## config.mk

```make
export PLATFORM = sky130hd
export DESIGN_NAME = irq_queue_ctrl
export DESIGN_NICKNAME = d
export VERILOG_FILES = /design/src/rtl/irq_pkg.sv /design/src/rtl/irq_fifo.sv /design/src/rtl/irq_queue_ctrl.sv
export SDC_FILE = /design/constraint.sdc
export NUM_CORES = 1
export LEC_CHECK = 0
export CAP_MARGIN = 25
export CORE_MARGIN = 2
export CORE_UTILIZATION = 30
export DETAILED_ROUTE_END_ITERATION = 7
export SKIP_LAST_GASP = 1
export SYNTH_ARGS = -nofsm -noshare
export SYNTH_HDL_FRONTEND = slang
export SYNTH_SLANG_ARGS = --single-unit
```

## constraint.sdc

```tcl
create_clock -name clk -period 5.8 [get_ports clk]
set_clock_uncertainty 0.2 [all_clocks]
set_input_delay 1.16 -clock clk [delete_from_list [all_inputs] [get_ports clk]]
set_output_delay 1.16 -clock clk [all_outputs]
set_load 0.05 [all_outputs]
```

## src/rtl/irq_pkg.sv

```systemverilog
// Shared constants, types and the grant-select function for the interrupt queue.
// The selection policy (round-robin or fixed priority) is chosen by the caller.
package irq_pkg;

    localparam int ID_NONE = 0;
    localparam int MAX_SRC = 32;

    typedef struct packed {
        logic       found;
        logic [4:0] idx;
    } grant_t;

    function automatic int id_width(input int n);
        return $clog2(n + 1);
    endfunction

    // Walks n candidates, either upward from start with wrap-around or downward from n-1.
    function automatic grant_t grant_select(input logic [MAX_SRC-1:0] pend, input int n,
                                            input int start, input logic high_first);
        grant_t g;
        int     idx;
        g = '0;
        for (int k = 0; k < MAX_SRC; k++) begin
            if (k < n && !g.found) begin
                idx = high_first ? (n - 1 - k) : (start + k);
                if (idx >= n) idx = idx - n;
                if (pend[idx[4:0]]) begin
                    g.found = 1'b1;
                    g.idx   = idx[4:0];
                end
            end
        end
        return g;
    endfunction

endpackage

```

## src/rtl/irq_fifo.sv

```systemverilog
// Queue of granted source IDs with wrap-around pointers and an occupancy count.
// A pop frees a slot for a push in the same cycle, so a full queue can still accept.
module irq_fifo
    import irq_pkg::*;
#(
    parameter int DEPTH = 16,
    parameter int ID_W  = 3,
    localparam int CW   = $clog2(DEPTH + 1),
    localparam int AW   = $clog2(DEPTH)
) (
    input  logic            clk,
    input  logic            rst,
    input  logic            push,
    input  logic            pop,
    input  logic [ID_W-1:0] din,
    output logic [ID_W-1:0] dout,
    output logic            valid,
    output logic [CW-1:0]   count,
    output logic            full
);

    logic [ID_W-1:0] mem [DEPTH];
    logic [AW-1:0]   rd_ptr;
    logic [AW-1:0]   wr_ptr;
    logic            do_push;
    logic            do_pop;

    assign valid   = (count != '0);
    assign full    = (count == CW'(DEPTH));
    assign do_pop  = pop & valid;
    assign do_push = push & (~full | do_pop);
    assign dout    = valid ? mem[rd_ptr] : ID_W'(ID_NONE);

    always_ff @(posedge clk) begin
        if (rst) begin
            rd_ptr <= '0;
            wr_ptr <= '0;
            count  <= '0;
        end else begin
            if (do_push) wr_ptr <= wr_ptr + AW'(1);
            if (do_pop)  rd_ptr <= rd_ptr + AW'(1);
            if (do_push && !do_pop)      count <= count + CW'(1);
            else if (do_pop && !do_push) count <= count - CW'(1);
        end
    end

    // NOTE: storage is not reset; count gates every read so stale entries are never visible.
    always_ff @(posedge clk) begin
        if (do_push) mem[wr_ptr] <= din;
    end

endmodule

```

## src/rtl/irq_queue_ctrl.sv

```systemverilog
// Interrupt front-end: edge detect, pending bits, one-grant-per-cycle arbiter, ID FIFO.
// Define IRQ_FIXED_PRIO_EN for fixed priority (largest ID wins); otherwise round-robin.
module irq_queue_ctrl
    import irq_pkg::*;
#(
    parameter int N_SRC = 7,
    parameter int DEPTH = 16,
    localparam int ID_W = id_width(N_SRC),
    localparam int CW   = $clog2(DEPTH + 1)
) (
    input  logic             clk,
    input  logic             rst,
    input  logic [N_SRC-1:0] irq_in,
    input  logic [N_SRC-1:0] mask,
    input  logic             ack,
    input  logic             clr_drop,
    output logic             irq_valid,
    output logic [ID_W-1:0]  irq_id,
    output logic [CW-1:0]    count,
    output logic             full,
    output logic             drop
);

    logic [N_SRC-1:0] prev;
    logic [N_SRC-1:0] pend;
    logic [N_SRC-1:0] edges;
    logic [N_SRC-1:0] latch;
    logic [N_SRC-1:0] gnt_vec;
    logic [ID_W-1:0]  push_id;
    grant_t           grant;
    logic             pop;
    logic             grant_en;
    logic             lost;
    int               rr_start;
    logic             high_first;

`ifdef IRQ_FIXED_PRIO_EN
    assign rr_start   = 0;
    assign high_first = 1'b1;
`else
    logic [4:0] rr_ptr;

    assign rr_start   = int'(rr_ptr);
    assign high_first = 1'b0;

    always_ff @(posedge clk) begin
        if (rst) begin
            rr_ptr <= '0;
        end else if (grant_en) begin
            rr_ptr <= (grant.idx == 5'(N_SRC - 1)) ? 5'd0 : grant.idx + 5'd1;
        end
    end
`endif

    assign edges = irq_in & ~prev;
    assign latch = edges & mask;
    assign pop   = ack & irq_valid;

    always_comb begin
        grant = grant_select(MAX_SRC'(pend), N_SRC, rr_start, high_first);
    end

    // A full queue still takes a grant when the head leaves in the same cycle.
    assign grant_en = grant.found & (~full | pop);
    assign gnt_vec  = grant_en ? N_SRC'(MAX_SRC'(1) << grant.idx) : '0;
    assign push_id  = ID_W'(grant.idx) + ID_W'(1);
    assign lost     = |(latch & pend & ~gnt_vec);

    // NOTE: state registers use non-blocking assignments so every flop samples pre-edge values.
    always_ff @(posedge clk) begin
        if (rst) begin
            prev <= '0;
            pend <= '0;
            drop <= 1'b0;
        end else begin
            prev <= irq_in;
            pend <= (pend & ~gnt_vec) | latch;
            if (lost)          drop <= 1'b1;
            else if (clr_drop) drop <= 1'b0;
        end
    end

    irq_fifo #(
        .DEPTH (DEPTH),
        .ID_W  (ID_W)
    ) u_fifo (
        .clk   (clk),
        .rst   (rst),
        .push  (grant_en),
        .pop   (pop),
        .din   (push_id),
        .dout  (irq_id),
        .valid (irq_valid),
        .count (count),
        .full  (full)
    );

endmodule

```

==> summary.txt <==
Tcrit/Tclk final = 92.0%
Vias = 5461
WP data arrival = 5.41 ns
# fillers = 2238
# DRC = 0
Yosys top cell by area = edfxtp_1
CTS tree = built
Top-area cell type share of the netlist area = 21.4%
Slew HR = 46.9%
Seq cells post-synth = 85
Post-synth ARST share = 0%
Global-route usage over all layers = 15.3%
Critical path endpoint category = register
Die X = 154 µm
Max-Cap Viols = 0
PortBufs = 28
Antenna Cells = 0
EDFF count, synth = 48
Drt via density = 5.41
Status = completed
Synth Area in Adders = 4.75%
Synth area leaders = edfxtp_1 (21%), dfxtp_1 (11%), mux4_2 (5.3%)
Initial Util = 30.7%
Netlist cell types = 114
Startpoint types = register
Achievable clock frequency = 187 MHz
RSZ-0062 raised after global routing = false
I/O pin cnt = 29
Avg WL per Cell = 17.6 µm
Worst-margin pin slew = 0.796 ns
P&R area growth vs syn = 11.7%
Final hold violations = 0
Setup TNS = 0 ns
Die Y = 154 µm
Total CTS buffers = 9
HP Class = reg2reg
Final setup violation count = 0
Synth Cell Area = 0.00674 mm²
Initial antenna violation count = 0
Max-slew violations = 0
DP HPWL = 13000 µm
Post-synthesis sequential area ratio = 32.4%
Layout cells sized above 1 = 17.0%
Final setup margin = 0.464 ns
Ys Warns = 0
Clk Latency, worst-skew pair = 0.34 ns
Largest net degree at the start of global routing = 54
Synth Instances = 708
Req. time, crit path = 5.88 ns
Critical path type = reg2reg
Main combinational cell family by area after synthesis = compound AO/OA/AOI/OAI gates
Routed Antenna Nets = 0
First-pass GRT wire length = 29000 µm
CTS HTree Levels = 3
Count leader, synth = nor2_1
Final Critical Period = 5.34 ns
Reg2reg setup slack = 0.46 ns
Row count = 54
Synth Area in Compound Gates = 21.8%
Avg Cell Area, Syn = 9.52 µm²
Core ar. = 0.0220 mm²
Pre-CTS setup slack = 0.369 ns
Clk sinks = 85
Post-Synth Simple-Gate Area = 19.5%
CTS clk-pin slew, worst paths = 0.06 ns
Die area = 0.0237 mm²
Overflow after GRT = 0
Top cells by count, synth = nor2_1 (70), nand2_1 (64), edfxtp_1 (48), a21oi_1 (38), dfxtp_1 (37)
Layout Nets = 768
Clk root buf = clkbuf_16
First DRT Iteration DRCs = 437
Mapped Nets = 751
CTS Buffer Depth = 2
Cts hold-fix bufs = 0
Crit Path Max Fanout = 12
Final RePlAce weighted congestion = 0.934
Drt first pass iters = 4
Post-Synth XOR/XNOR Area = 4.36%
Post-Route WL = 17700 µm
Vias in the first global route = 5257
Mux contribution to synthesized area = 10.5%
Main synth FF type = edfxtp_1
## path summary, 6_finish.rpt
kind                           to             start  cells past startpoint
hold / removal           register  u_fifo.rd_ptr[1]                      2
hold reg to reg          register  u_fifo.rd_ptr[1]                      2
setup reg to reg  u_fifo.count[4]         rr_ptr[2]                     19
setup / recovery  u_fifo.count[4]         rr_ptr[2]                     19
## per-stage QoR
stage | cells | util, % | hold WS, ns | area [µm²]
global route | 1010 | 34.3 | 0.327 | 7530
detailed placement | 994 | 32.9 | 0.301 | 7220
finish | 1010 | 34.3 | 0.307 | 7530
floorplan | 708 | - | 0.268 | 6740
global placement | 994 | 32.9 | 0.290 | 7220
CTS | 1010 | 34.3 | 0.310 | 7530
## critical path: stages (launching register included)
cell	delay, ns
dfxtp_1	0.66
inv_2	0.24
ha_1	0.40
a21oi_2	0.25
o211a_2	0.33
mux2i_1	0.32
inv_1	0.12
a31oi_2	0.30
nand2_1	0.16
and4_4	0.25
a31o_4	0.26
inv_2	0.16
ha_1	0.22
inv_1	0.10
fa_1	0.42
a21o_1	0.18
a21oi_1	0.17
xnor2_1	0.09
or3_1	0.30
a21oi_1	0.13
## registers in the layout, indices dropped and copies added, names as in the netlist, named ones only
| name | count |
|---|---|
| u_fifo.count | 5 |
| drop | 1 |
| u_fifo.rd_ptr | 4 |
| rr_ptr | 5 |
| prev | 7 |
| u_fifo.mem | 48 |
| u_fifo.wr_ptr | 4 |
| pend | 7 |
## per-layer routing
layer / global-route usage [%] / share of wire [%]
met1: 21.3 / 47
met2: 24.3 / 46
met3: 2.37 / 4.5
met4: 4.98 / 1.9
met5: 0 / 0
## layout make-up
cell class | instances | area (µm²) | area share, %
clock buffer | 10 | 229 | 3.04
clock inverter | 6 | 77.6 | 1.03
inverter | 29 | 109 | 1.45
multi-input combinational | 547 | 4110 | 54.6
sequential | 85 | 2180 | 29.0
tap | 280 | 350 | 4.65
timing repair buffer | 53 | 468 | 6.22
## placed cells by master, fill, tap and decap left out, drive strengths merged, types with 6 or more instances in the layout
| master | n |
|---|---|
| mux2i | 27 |
| ha | 24 |
| o21ai | 35 |
| nand3 | 16 |
| mux4 | 16 |
| nor2 | 71 |
| a211o | 7 |
| nand3b | 7 |
| dfxtp | 37 |
| clkbuf | 10 |
| xor2 | 7 |
| nand4 | 7 |
| buf | 25 |
| o211ai | 7 |
| xnor2 | 24 |
| a21o | 9 |
| a311oi | 6 |
| nand2b | 10 |
| o22ai | 9 |
| clkdlybuf4s50 | 28 |
| and2 | 12 |
| a211oi | 6 |
| nor3 | 17 |
| inv | 33 |
| nor2b | 18 |
| edfxtp | 48 |
| a21oi | 43 |
| nand2 | 66 |
## timing repair
| action | in CTS | in global routing |
|---|---|---|
| buffers inserted | 0 | 0 |
| endpoints found under the setup margin | 0 | 1 |
| gates resized for setup | 0 | 1 |
| hold endpoints to repair | 0 | 0 |
## cell families (layout without fill, tap and decap cells)
| family | after synthesis | after routing |
|---|---|---|
| AO/OA/AOI/OAI | 186 | 186 |
| flip-flops | 85 | 85 |
| multiplexers | 48 | 48 |
| buffers and inverters | 76 | 98 |
| XOR/XNOR | 31 | 31 |
| AND/OR/NAND/NOR | 257 | 257 |
| adder cells (fa/ha/maj) | 25 | 25 |
Power is not shown: default switching activity piles up to over one toggle a cycle in this logic, so the estimate is an artifact.
